File: config.mk
export PLATFORM = sky130hd
export DESIGN_NAME = tt_um_toivoh_stream_tx
export DESIGN_NICKNAME = d
export VERILOG_FILES = /design/src/rtl/toivoh_pkg.sv /design/src/rtl/tt_um_toivoh_stream_tx_edge_sync.sv /design/src/rtl/tt_um_toivoh_stream_tx.sv
export SDC_FILE = /design/constraint.sdc
export NUM_CORES = 1
export LEC_CHECK = 0
export ABC_AREA = 1
export ABC_CLOCK_PERIOD_IN_PS = 14400
export CELL_PAD_IN_SITES_DETAIL_PLACEMENT = 1
export CELL_PAD_IN_SITES_GLOBAL_PLACEMENT = 1
export CORE_MARGIN = 8
export CORE_UTILIZATION = 28
export CTS_CLUSTER_SIZE = 16
export DETAILED_ROUTE_END_ITERATION = 12
export PLACE_DENSITY_LB_ADDON = 0.08
export SLEW_MARGIN = 20
export SYNTH_ARGS = -nofsm -noshare
export SYNTH_HDL_FRONTEND = slang
export SYNTH_HIERARCHICAL = 1
export SYNTH_SLANG_ARGS = --single-unit
File: constraint.sdc
create_clock -name clk -period 14.4 [get_ports clk]
set_input_delay 2.16 -clock clk [delete_from_list [all_inputs] [get_ports clk]]
set_output_delay 2.16 -clock clk [all_outputs]
set_load 0.02 [all_outputs]
File: src/rtl/toivoh_pkg.sv
// Shared definitions for the streaming adder: FSM state encoding and the
// bit positions of the handshake/status signals on the bidirectional port.
package toivoh_pkg;

    typedef enum logic [1:0] {
        ST_LOAD    = 2'd0,
        ST_COMPUTE = 2'd1,
        ST_SEND    = 2'd2
    } state_t;

    // uio_in handshake inputs
    localparam int UIO_IN_VALID  = 0;
    localparam int UIO_OUT_READY = 1;

    // uio_out status outputs
    localparam int UIO_IN_READY  = 2;
    localparam int UIO_OUT_VALID = 3;
    localparam int UIO_BUSY      = 4;
    localparam int UIO_CARRY     = 5;

    localparam logic [7:0] UIO_OE_MASK = 8'b0011_1100;

endpackage

File: src/rtl/tt_um_toivoh_stream_tx_edge_sync.sv
// Two-flop synchronizer followed by a rising-edge detector producing a
// one-cycle pulse per 0->1 pin transition.
module edge_sync (
    input  logic clk,
    input  logic rst_n,
    input  logic i_pin,
    output logic o_pulse
);

    logic       r_meta;
    logic       r_sync;
    logic       r_prev;
    logic [1:0] r_fill;
    logic       r_armed;

    // r_fill marks when r_sync reflects the real pin rather than reset zeros;
    // r_armed then requires one genuine low before any edge can be reported,
    // so a pin already high when reset lifts stays silent until it toggles.
    // NOTE: every flop here uses <= so the chain shifts by exactly one stage per edge.
    always_ff @(posedge clk or negedge rst_n) begin
        if (!rst_n) begin
            r_meta  <= 1'b0;
            r_sync  <= 1'b0;
            r_prev  <= 1'b0;
            r_fill  <= 2'b00;
            r_armed <= 1'b0;
        end else begin
            r_meta  <= i_pin;
            r_sync  <= r_meta;
            r_prev  <= r_sync;
            r_fill  <= {r_fill[0], 1'b1};
            r_armed <= r_armed | (r_fill[1] & ~r_sync);
        end
    end

    assign o_pulse = r_sync & ~r_prev & r_armed;

endmodule

File: src/rtl/tt_um_toivoh_stream_tx.sv
// Byte-serial adder: loads x|y operand bytes over a valid handshake, adds the
// halves with a ripple-carry adder and streams the sum out LSB byte first.
module tt_um_toivoh_stream_tx
    import toivoh_pkg::*;
#(
    parameter int LOG2_BYTES_IN  = 3,
    parameter int LOG2_BYTES_OUT = 2
) (
    input  logic       clk,
    input  logic       rst_n,
    input  logic       ena,
    input  logic [7:0] ui_in,
    output logic [7:0] uo_out,
    input  logic [7:0] uio_in,
    output logic [7:0] uio_out,
    output logic [7:0] uio_oe
);

    localparam int BYTES_IN  = 1 << LOG2_BYTES_IN;
    localparam int BITS_IN   = 8 * BYTES_IN;
    localparam int HALF      = BITS_IN / 2;
    localparam int BYTES_OUT = 1 << LOG2_BYTES_OUT;
    localparam int BITS_OUT  = 8 * BYTES_OUT;

    state_t                    r_state;
    state_t                    w_next;
    logic [LOG2_BYTES_IN-1:0]  r_load_cnt;
    logic [LOG2_BYTES_OUT-1:0] r_send_cnt;
    logic [BITS_IN-1:0]        r_operand;
    logic [BITS_OUT-1:0]       r_result;
    logic                      r_carry;

    logic w_in_evt;
    logic w_out_evt;
    logic w_load_last;
    logic w_send_last;
    logic w_unused;

    assign w_unused = &{1'b0, ena, uio_in[7:2]};

    edge_sync u_in_sync (
        .clk     (clk),
        .rst_n   (rst_n),
        .i_pin   (uio_in[UIO_IN_VALID]),
        .o_pulse (w_in_evt)
    );

    edge_sync u_out_sync (
        .clk     (clk),
        .rst_n   (rst_n),
        .i_pin   (uio_in[UIO_OUT_READY]),
        .o_pulse (w_out_evt)
    );

    assign w_load_last = (r_load_cnt == LOG2_BYTES_IN'(BYTES_IN - 1));
    assign w_send_last = (r_send_cnt == LOG2_BYTES_OUT'(BYTES_OUT - 1));

    // Ripple-carry adder over the low BITS_OUT bits of each operand half.
    logic [BITS_OUT:0]   w_c;
    logic [BITS_OUT-1:0] w_a;
    logic [BITS_OUT-1:0] w_b;
    logic [BITS_OUT-1:0] w_sum;

    assign w_c[0] = 1'b0;

    for (genvar i = 0; i < BITS_OUT; i++) begin : g_rca
        if (i < HALF) begin : g_op
            assign w_a[i] = r_operand[i];
            assign w_b[i] = r_operand[HALF + i];
        end else begin : g_pad
            assign w_a[i] = 1'b0;
            assign w_b[i] = 1'b0;
        end
        assign w_sum[i]   = w_a[i] ^ w_b[i] ^ w_c[i];
        assign w_c[i + 1] = (w_a[i] & w_b[i]) | (w_c[i] & (w_a[i] ^ w_b[i]));
    end

    // NOTE: w_next gets its default before the case so no path can infer a latch.
    always_comb begin
        w_next = r_state;
        unique case (r_state)
            ST_LOAD:    if (w_in_evt && w_load_last) w_next = ST_COMPUTE;
            ST_COMPUTE: w_next = ST_SEND;
            ST_SEND:    if (w_out_evt && w_send_last) w_next = ST_LOAD;
            default:    w_next = ST_LOAD;
        endcase
    end

    always_ff @(posedge clk or negedge rst_n) begin
        if (!rst_n) r_state <= ST_LOAD;
        else        r_state <= w_next;
    end

    // NOTE: the operand register is reset so an abandoned load leaves no stale bytes behind.
    always_ff @(posedge clk or negedge rst_n) begin
        if (!rst_n) begin
            r_load_cnt <= '0;
            r_send_cnt <= '0;
            r_operand  <= '0;
            r_result   <= '0;
            r_carry    <= 1'b0;
        end else begin
            unique case (r_state)
                ST_LOAD: begin
                    if (w_in_evt) begin
                        r_operand[8*int'(r_load_cnt) +: 8] <= ui_in;
                        r_load_cnt <= w_load_last ? '0 : r_load_cnt + LOG2_BYTES_IN'(1);
                    end
                end
                ST_COMPUTE: begin
                    r_result   <= w_sum;
                    r_carry    <= w_c[BITS_OUT];
                    r_send_cnt <= '0;
                end
                ST_SEND: begin
                    if (w_out_evt) begin
                        r_send_cnt <= w_send_last ? '0 : r_send_cnt + LOG2_BYTES_OUT'(1);
                        if (w_send_last) r_load_cnt <= '0;
                    end
                end
                default: ;
            endcase
        end
    end

    always_comb begin
        uo_out = 8'h00;
        if (r_state == ST_SEND) uo_out = r_result[8*int'(r_send_cnt) +: 8];
    end

    always_comb begin
        uio_out                = 8'h00;
        uio_out[UIO_IN_READY]  = (r_state == ST_LOAD);
        uio_out[UIO_OUT_VALID] = (r_state == ST_SEND);
        uio_out[UIO_BUSY]      = (r_state == ST_COMPUTE) || (r_state == ST_SEND);
        uio_out[UIO_CARRY]     = r_carry;
    end

    assign uio_oe = UIO_OE_MASK;

endmodule

==> out/qor.yml, run 1 <==
cp-start-kind: "flop"
ir_worst_vdd_uv: 70.45
finClkSkew_ns: 0.007568
crit_fanout: 2
final.setup.tns_ns: 0
syn_area_per_cell_sq_um: 9.401
postCtsSetupBuffers: 0
die_w_um: 162.7
yosys_warnings: 6
worst_pin_slew_ns: 0.7754
clk_latency_ns: 0.42
placed_cell_area_sq_um: 6417
drc: 0
routedWlPerCell_um: 17.11
power_leakage_nw: 3.195
routed_wl_um: 16220
slowest_delay_ns: 0.43
ys_types: 29
whs_ns: 0.3478
die_y_um: 162.7
crit_top_cell: "fa_1"
dr.pass1.iters: 4
post-route-util_pct: 33.43
grt_pass1_vias: 4557
hold_viol_final: 0
hp-class: "reg2reg"
dieArea_sq_um: 26470
worstSetupPathType: "reg2reg"
hold_buffers: 0
design_area_sq_um: 7051
post-route-period-util_pct: 91.87
status: "finished clean"
grt_start_max_net_pins: 77
critical_path.top_delay_family: "adder cells"
htree_levels: 4
gr-usage-all-layers_pct: 13.13
clockBufferDepth: 2
max_cap_violations: 0
drive_above_1_share_pct: 11.74
syn_area_sq_um: 6026
diodes: 0
grt_pass1_wl_um: 26490
cp_num_cells: 36
drv_slew: 0
cts_resized: 0
r2r_cells: 36
cts_made_buffers: 17
place_congestion: 0.7358
whs_path_depth: 0
end_kind: "flop"
synthCells: 641
crit_required_ns: 14.73
vias_per_cell: 4.448
drt_iter0_markers: 206
ant_nets: 0
clk_pin_slew_ns: 0.06
maxSlewHeadroom_pct: 48.25
final.fill_count: 2407
antenna_found_initial: 0
hpwl_um: 11790
core_region_area_sq_um: 21090
clock-root-buffer: "clkbuf_16"
start_util_pct: 28.57
grt.overflow.total: 0
syn2layout_area_growth_pct: 17.01
ys_seq_area_share_pct: 48.17
synth_seq_cells: 116
io_pins: 43
crit_buf_inv: 3
row_count: 53
cp_slowest_cell: "fa_1"
fmax_mhz: 75.59
setup_viol: 0
worstPathArrival_ns: 13.56
routed-via-count: 4217
io_buffers: 23
layout.nets: 722
fin_crit_ns: 13.23
cts_sinks: 116
cts_tree: "yes"
rsz0062_at_grt: "no"
power.density_nw_per_um2: 260.2
## report_power, final
group	switching [W]	total, W	internal, W
Clock	0.000164	0.000455	0.000291
Combinational	0.000527	0.000810	0.000283
Sequential	0.000102	0.000570	0.000469
Total	0.000793	0.00183	0.00104
## through the flow
step | power (W) | worst slack, ns | cells
after floorplan | 0.001098 | 1.966 | 651
after global placement | 0.001382 | 1.192 | 916
after detailed placement | 0.001401 | 1.190 | 916
after CTS | 0.001866 | 1.162 | 948
after global routing | 0.001995 | 0.7572 | 948
final | 0.001835 | 1.171 | 948
## sequential cells by signal (all words and copies together), names as in the netlist
| name | cells |
|---|---|
| r_result | 32 |
| u_in_sync/r_prev | 1 |
| r_state | 2 |
| u_in_sync/r_armed | 1 |
| r_load_cnt | 3 |
| u_out_sync/r_fill | 2 |
| u_out_sync/r_meta | 1 |
| u_in_sync/r_fill | 2 |
| u_out_sync/r_sync | 1 |
| r_carry | 1 |
| u_out_sync/r_prev | 1 |
| r_send_cnt | 2 |
| u_in_sync/r_sync | 1 |
| u_out_sync/r_armed | 1 |
| r_operand | 64 |
| u_in_sync/r_meta | 1 |
## layer usage
| metal | vias to the layer above | share of wire, % | global-route usage [%] |
|---|---|---|---|
| li1 | 2052 | - | - |
| met1 | 2099 | 53 | 18.76 |
| met2 | 54 | 43 | 18.80 |
| met3 | 12 | 3.0 | 3.438 |
| met4 | 0 | 1.2 | 4.462 |
| met5 | - | 0 | 0 |
## layout by cell type (no fill, tap or decap)
master / instances
nand2_1: 196
nor2_1: 20
inv_6: 3
bufinv_16: 4
clkdlybuf4s50_1: 22
buf_6: 1
buf_4: 3
dfrtp_1: 116
a21oi_4: 1
nand2_4: 3
nand3_1: 65
o211ai_1: 7
nand2_2: 2
clkinv_4: 2
nor3_4: 1
a21oi_1: 9
clkbuf_16: 17
o21ai_2: 16
nor2_2: 3
nand3_2: 1
inv_4: 2
inv_2: 3
clkinv_1: 2
ha_1: 12
clkinv_2: 2
o21ai_0: 35
conb_1: 14
or2_2: 1
inv_1: 48
o21ai_1: 17
nor2_4: 6
clkinvlp_4: 4
fa_1: 31
nand3_4: 4
## path summary, 6_finish.rpt
kind | slack, ns | endpoint | from
max in group asynchronous | 11.55 | r_operand[9] | rst_n
max reg2reg | 1.17 | r_result[31] | r_operand[32]
min | 0.35 | u_in_sync/r_fill[1] | u_in_sync/r_fill[0]
max | 1.17 | r_result[31] | r_operand[32]
min reg2reg | 0.35 | u_in_sync/r_fill[1] | u_in_sync/r_fill[0]
min in group asynchronous | 1.73 | u_in_sync/r_meta | rst_n
## cells in the mapped netlist
cell      count  area, sq um
inv_4         2        12.51
buf_2         6        30.03
conb_1        4        15.01
nand3_1      65        325.3
buf_4        16        120.1
clkbuf_1      9        33.78
inv_1        48        180.2
nor3_4        1        16.27
dfrtp_1     116         2903
inv_2         3        11.26
fa_1         31        620.6
nor2_4        6        67.56
or2_2         1        6.260
nand3_2       1        10.01
nand2_4       3        33.78
o21ai_0      35        175.2
o21ai_1      17        85.08
a21oi_1       9        45.04
nand2_2       2        12.51
buf_6         5        56.30
a21oi_4       1        16.27
clkinv_1      2        7.510
o21ai_2      16        140.1
nand3_4       4        70.07
nor2_1       20        75.07
nor2_2        3        18.77
o211ai_1      7        52.55
nand2_1     196        735.7
ha_1         12        150.1
## cell type report
cell class	instances	area [sq um]	share of cell area (%)
repair buffers	26	254.0	3.602
flip-flops and latches	116	2903	41.17
clock inverters	15	203.9	2.893
inverters	55	211.5	2.999
clock buffers	17	425.4	6.034
multi-input cells	444	2709	38.42
well taps	275	344.1	4.880
## worst reg2reg max path, delay by kind of cell, from the launching register on
kind / cells / cell delay [ns]
flops: 1 / 0.39
fa+ha+maj: 32 / 12.36
buf+inv: 3 / 0.22
compound gates: 1 / 0.15
## cells by family (layout without fill, tap and decap cells)
group                      count (synthesis)  in the layout  share of synthesized area, %
and+or+nand+nor                          302            302                         22.76
adders and majority gates                 43             43                         12.79
DFF                                      116            116                         48.17
AOI/OAI and AO/OA                         85             85                         8.534
buffers and inverters                     91            113                         7.496
other                                      4             14                        0.2491
No activity file was read; power rests on OpenSTA's default activity.
==> run 2, diff against run 1 <==
Settings changed: REMOVE_ABC_BUFFERS from default to 1.
==> run 2 against run 1 <==
  * Cell count shrank 0.11%
  * Core utilization fell by 0.13 points
  * Clock skew increased by 0.0015 ns
  * Routed wire length grew 1.1%
  * Global-route usage is 0.25 points higher
  * Sequential power is 1% higher
  * Cell area down 0.39%
==> out/qor.yml, run 2 (synthesized netlist as in run 1, its figures left out) <==
layout.nets: 721  # was 722
power.density_nw_per_um2: 253.8  # was 260.2 nW/um^2
r2r_cells: 36  # unchanged
postCtsSetupBuffers: 0  # unchanged
clockBufferDepth: 2  # unchanged
finClkSkew_ns: 0.009055  # was 0.007568 ns
power_leakage_nw: 3.192  # was 3.195 nW
endpoint: "r_result[31]"  # unchanged
grt.overflow.total: 0  # unchanged
reg_top3: "r_operand: 64 flops, r_result: 32 flops, r_load_cnt: 3 flops"  # unchanged
dieArea_sq_um: 26470  # unchanged
largest_register_ffs: 64  # unchanged
drc: 0  # unchanged
crit_required_ns: 14.72  # was 14.73 ns
dr.pass1.iters: 4  # unchanged
worst_pin_slew_ns: 0.9293  # was 0.7754 ns
worstSetupPathType: "reg2reg"  # unchanged
routedWlPerCell_um: 17.31  # was 17.11 um
seq_area_sq_um: 2903  # unchanged
rrSetupSlack_ns: 1.24  # was 1.17 ns
largest-register: "r_operand"  # unchanged
hold_buffers: 0  # unchanged
whs_ns: 0.3515  # was 0.3478 ns
hold_viol_final: 0  # unchanged
hp-class: "reg2reg"  # unchanged
htree_levels: 4  # unchanged
final.fill_count: 2386  # was 2407
crit_fanout: 2  # unchanged
antenna_found_initial: 1  # was 0
post-route-period-util_pct: 91.40  # was 91.87%
worstPathArrival_ns: 13.48  # was 13.56 ns
clock-root-buffer: "clkbuf_16"  # unchanged
row_count: 53  # unchanged
drv_slew: 0  # unchanged
clk_pin_slew_ns: 0.06  # about the same
p_total_w: 0.001783  # was 0.001835 W
grt_start_max_net_pins: 70  # was 77
cts_tree: "yes"  # unchanged
final.setup.tns_ns: 0  # unchanged
syn2layout_area_growth_pct: 16.55  # was 17.01%
maxSlewHeadroom_pct: 38.04  # was 48.25%
max_cap_violations: 0  # unchanged
ant_nets: 0  # unchanged
routed-via-count: 4179  # was 4217
hpwl_um: 11830  # was 11790 um
final_cell_mix: "nand2_1 (196), dfrtp_1 (116), nand3_1 (65), inv_1 (48), o21ai_0 (35)"  # unchanged
drt_iter0_markers: 203  # was 206
timing.rr.end: "r_result[31]"  # unchanged
clk_latency_ns: 0.41  # was 0.42 ns
vias_per_cell: 4.413  # was 4.448
final_common_cell: "nand2_1"  # unchanged
grt_pass1_wl_um: 27230  # was 26490 um
io_pins: 43  # unchanged
cts_made_buffers: 17  # unchanged
place_congestion: 0.7142  # was 0.7358
cts_resized: 0  # unchanged
routed_wl_um: 16400  # was 16220 um
core_region_area_sq_um: 21090  # unchanged
placed_cell_area_sq_um: 6410  # was 6417 sq um
design_area_sq_um: 7023  # was 7051 sq um
ir_worst_vdd_uv: 89.76  # was 70.45 uV
die_y_um: 162.7  # unchanged
setup_viol: 0  # unchanged
io_buffers: 23  # unchanged
grt_pass1_vias: 4701  # was 4557
end_kind: "flop"  # unchanged
drive_above_1_share_pct: 11.31  # was 11.74%
cp_slowest_cell: "fa_1"  # unchanged
multiInputGateArea_sq_um: 2709  # unchanged
fin_crit_ns: 13.16  # was 13.23 ns
diodes: 0  # unchanged
fmax_mhz: 75.98  # was 75.59 MHz
critPathLaunch: "r_operand[0]"  # was r_operand[32]
rr_startpoint: "r_operand[0]"  # was r_operand[32]
cp-start-kind: "flop"  # unchanged
die_w_um: 162.7  # unchanged
rsz0062_at_grt: "no"  # unchanged
cts_sinks: 116  # unchanged
crit_top_cell: "fa_1"  # unchanged
gr-usage-all-layers_pct: 13.39  # was 13.13%
status: "finished clean"  # unchanged
start_util_pct: 28.57  # unchanged
slowest_delay_ns: 0.43  # about the same
==> run 2: metal layers <==
metal | routed length (um) | GRT usage [%]
met5 | 0 | 0
met4 | 159 | 4.379
met3 | 493 | 2.427
met2 | 7284 | 20.09
met1 | 8457 | 19.08
==> run 2: layout make-up <==
cell class | instances | area share (%)
sequential | 116 | 41.33
multi-input combinational | 444 | 38.57
clock buffer | 23 | 6.948
tap | 275 | 4.899
timing repair buffer | 25 | 3.456
inverter | 55 | 3.011
clock inverter | 9 | 1.782
==> run 2: worst min-delay path by stage <==
stage                        startpoint             endpoint  slack, ns  cells after the start
floorplan           u_in_sync/r_fill[0]  u_in_sync/r_fill[1]       0.33                      0
finish                 u_in_sync/r_meta     u_in_sync/r_sync       0.35                      0
global route           u_in_sync/r_meta     u_in_sync/r_sync       0.36                      0
CTS                    u_in_sync/r_meta     u_in_sync/r_sync       0.35                      0
detailed placement    u_out_sync/r_meta    u_out_sync/r_sync       0.34                      0
global placement    u_in_sync/r_fill[0]  u_in_sync/r_fill[1]       0.34                      0
==> run 2: critical path: cells and delay by family (launching register included) <==
kind,cells,cell delay (ns)
buffers and inverters,3,0.24
adders and majority gates,32,12.28
DFF,1,0.38
AOI/OAI and AO/OA,1,0.16
==> run 2: stage by stage <==
step,cells,util (%),worst slack (ns)
after floorplan,615,-,1.960
after global placement,915,30.40,1.267
after detailed placement,915,30.40,1.174
after CTS,947,33.30,1.163
after global routing,947,33.30,0.7556
final,947,33.30,1.239
==> run 2: where the power goes <==
| part | total, W | internal [W] | switching [W] |
|---|---|---|---|
| logic | 0.000765 | 0.000263 | 0.000502 |
| registers | 0.000578 | 0.000469 | 0.000109 |
| clock network | 0.000440 | 0.000289 | 0.000150 |
| total | 0.00178 | 0.00102 | 0.000761 |
==> run 3, diff against run 2 <==
Settings changed: CORE_MARGIN 8 to 5.
==> run 3 against run 2 <==
  * Combinational power barely moved
  * Clock power down 11%
  * Via count fell by 0.72%
  * Largest power group unchanged
  * Setup slack improved by 0.011 ns
  * Sequential power hardly changed
  * First-iteration DRC count down 4.9%
==> out/qor.yml, run 3 (synthesized netlist as in run 1, its figures left out) <==
status: "finished clean"  # unchanged
drc: 0  # unchanged
clk_latency_ns: 0.41  # about the same
hold_buffers: 0  # unchanged
min_from: "u_in_sync/r_fill[0]"  # was u_in_sync/r_meta
drv_slew: 0  # unchanged
hold_viol_final: 0  # unchanged
antenna_found_initial: 0  # was 1
gr-usage-all-layers_pct: 14.13  # was 13.39%
clk_pin_slew_ns: 0.05  # was 0.06 ns
post-route-util_pct: 32.98  # was 33.30%
setup_viol: 0  # unchanged
routedWlPerCell_um: 16.95  # was 17.31 um
core_region_area_sq_um: 21090  # unchanged
die_w_um: 156.7  # was 162.7 um
max_cap_violations: 0  # unchanged
rr_startpoint: "r_operand[0]"  # unchanged
cts_resized: 0  # unchanged
cp-start-kind: "flop"  # unchanged
final.setup.tns_ns: 0  # unchanged
htree_levels: 4  # unchanged
start_util_pct: 28.57  # unchanged
hpwl_um: 11710  # was 11830 um
end_kind: "flop"  # unchanged
io_buffers: 23  # unchanged
place_congestion: 0.7379  # was 0.7142
final_common_cell: "nand2_1"  # unchanged
final_cell_mix: "nand2_1 (196), dfrtp_1 (116), nand3_1 (65), inv_1 (48), o21ai_0 (35)"  # unchanged
reg_top3: "r_operand: 64 flops, r_result: 32 flops, r_load_cnt: 3 flops"  # unchanged
routed-via-count: 4149  # was 4179
ir_worst_vdd_uv: 94.88  # was 89.76 uV
fmax_mhz: 76.04  # was 75.98 MHz
grt.overflow.total: 0  # unchanged
dp_slack_ns: 1.174  # about the same
row_count: 53  # unchanged
cts_tree: "yes"  # unchanged
grt_start_max_net_pins: 61  # was 70
largest_register_ffs: 64  # unchanged
clock-root-buffer: "clkbuf_16"  # unchanged
timing.final.ws_setup_ns: 1.250  # was 1.239 ns
grt_pass1_wl_um: 26410  # was 27230 um
io_pins: 43  # unchanged
layout.nets: 721  # unchanged
vias_per_cell: 4.386  # was 4.413
hp-class: "reg2reg"  # unchanged
routed_wl_um: 16030  # was 16400 um
critPathLaunch: "r_operand[0]"  # unchanged
clockBufferDepth: 2  # unchanged
power.density_nw_per_um2: 248.9  # was 253.8 nW/um^2
cp_slowest_cell: "fa_1"  # unchanged
drive_above_1_share_pct: 11.03  # was 11.31%
fin_crit_ns: 13.15  # was 13.16 ns
crit_fanout: 2  # unchanged
cts_made_buffers: 17  # unchanged
diodes: 0  # unchanged
worstPathArrival_ns: 13.48  # about the same
ant_nets: 0  # unchanged
syn2layout_area_growth_pct: 15.43  # was 16.55%
cts_sinks: 116  # unchanged
worst_pin_slew_ns: 0.8412  # was 0.9293 ns
rsz0062_at_grt: "no"  # unchanged
crit_required_ns: 14.73  # was 14.72 ns
maxSlewHeadroom_pct: 43.92  # was 38.04%
postCtsSetupBuffers: 0  # unchanged
worstSetupPathType: "reg2reg"  # unchanged
post-route-period-util_pct: 91.32  # was 91.40%
slowest_delay_ns: 0.42  # was 0.43 ns
finClkSkew_ns: 0.008631  # was 0.009055 ns
p_total_w: 0.001731  # was 0.001783 W
drt_iter0_markers: 193  # was 203
power_leakage_nw: 3.154  # was 3.192 nW
grt_pass1_vias: 4612  # was 4701
dieArea_sq_um: 24550  # was 26470 sq um
largest-register: "r_operand"  # unchanged
crit_top_cell: "fa_1"  # unchanged
dr.pass1.iters: 4  # unchanged
die_y_um: 156.7  # was 162.7 um
==> run 3: cell count changes in the layout (fill, tap and decap cells not counted), sizes merged <==
cell / delta
bufinv: -2
clkbuf: -1
clkinv: +1
clkinvlp: +1
==> run 3: per-stage QoR <==
stage,std cells,area [sq um],hold WS (ns)
6_report,946,6955,0.3491
5_1_grt,946,6955,0.3599
4_1_cts,946,6955,0.3525
3_5_place_dp,915,6410,0.3396
3_3_place_gp,915,6410,0.3316
2_1_floorplan,615,5823,0.3312
==> run 3: routing by layer <==
layer | global-route usage, % | part of all wire [%] | vias up
li1 | - | - | 2051
met1 | 20.43 | 52 | 2030
met2 | 21.12 | 44 | 52
met3 | 3.180 | 2.9 | 16
met4 | 4.421 | 1.3 | 0
met5 | 0 | 0 | -
==> run 3: area by class of cell <==
| cell class | instances | area, sq um |
|---|---|---|
| Tap cell | 275 | 344.1 |
| Inverter | 55 | 211.5 |
| Clock inverter | 9 | 81.33 |
| Sequential cell | 116 | 2903 |
| Multi-Input combinational cell | 444 | 2709 |
| Clock buffer | 22 | 464.2 |
| Fill cell | 2427 | 14130 |
| Timing Repair Buffer | 25 | 242.7 |
==> run 3: critical path: cells and delay by family, from the launching register on <==
family,cells,cell delay [ns]
fa+ha+maj,32,12.27
compound gates,1,0.15
flops,1,0.39
buf+inv,3,0.25
==> run 3: path summary, 6_finish.rpt <==
kind	to	slack, ns	cells after the start
max	r_result[31]	1.25	36
min	u_in_sync/r_fill[1]	0.35	0
max reg2reg	r_result[31]	1.25	36
min reg2reg	u_in_sync/r_fill[1]	0.35	0
max in group asynchronous	r_result[1]	11.27	2
min in group asynchronous	r_operand[53]	1.85	1
==> run 3: power breakdown <==
| part | internal (W) | switching, W |
|---|---|---|
| combinational | 0.000263 | 0.000499 |
| sequential | 0.000469 | 0.000108 |
| clock | 0.000244 | 0.000148 |
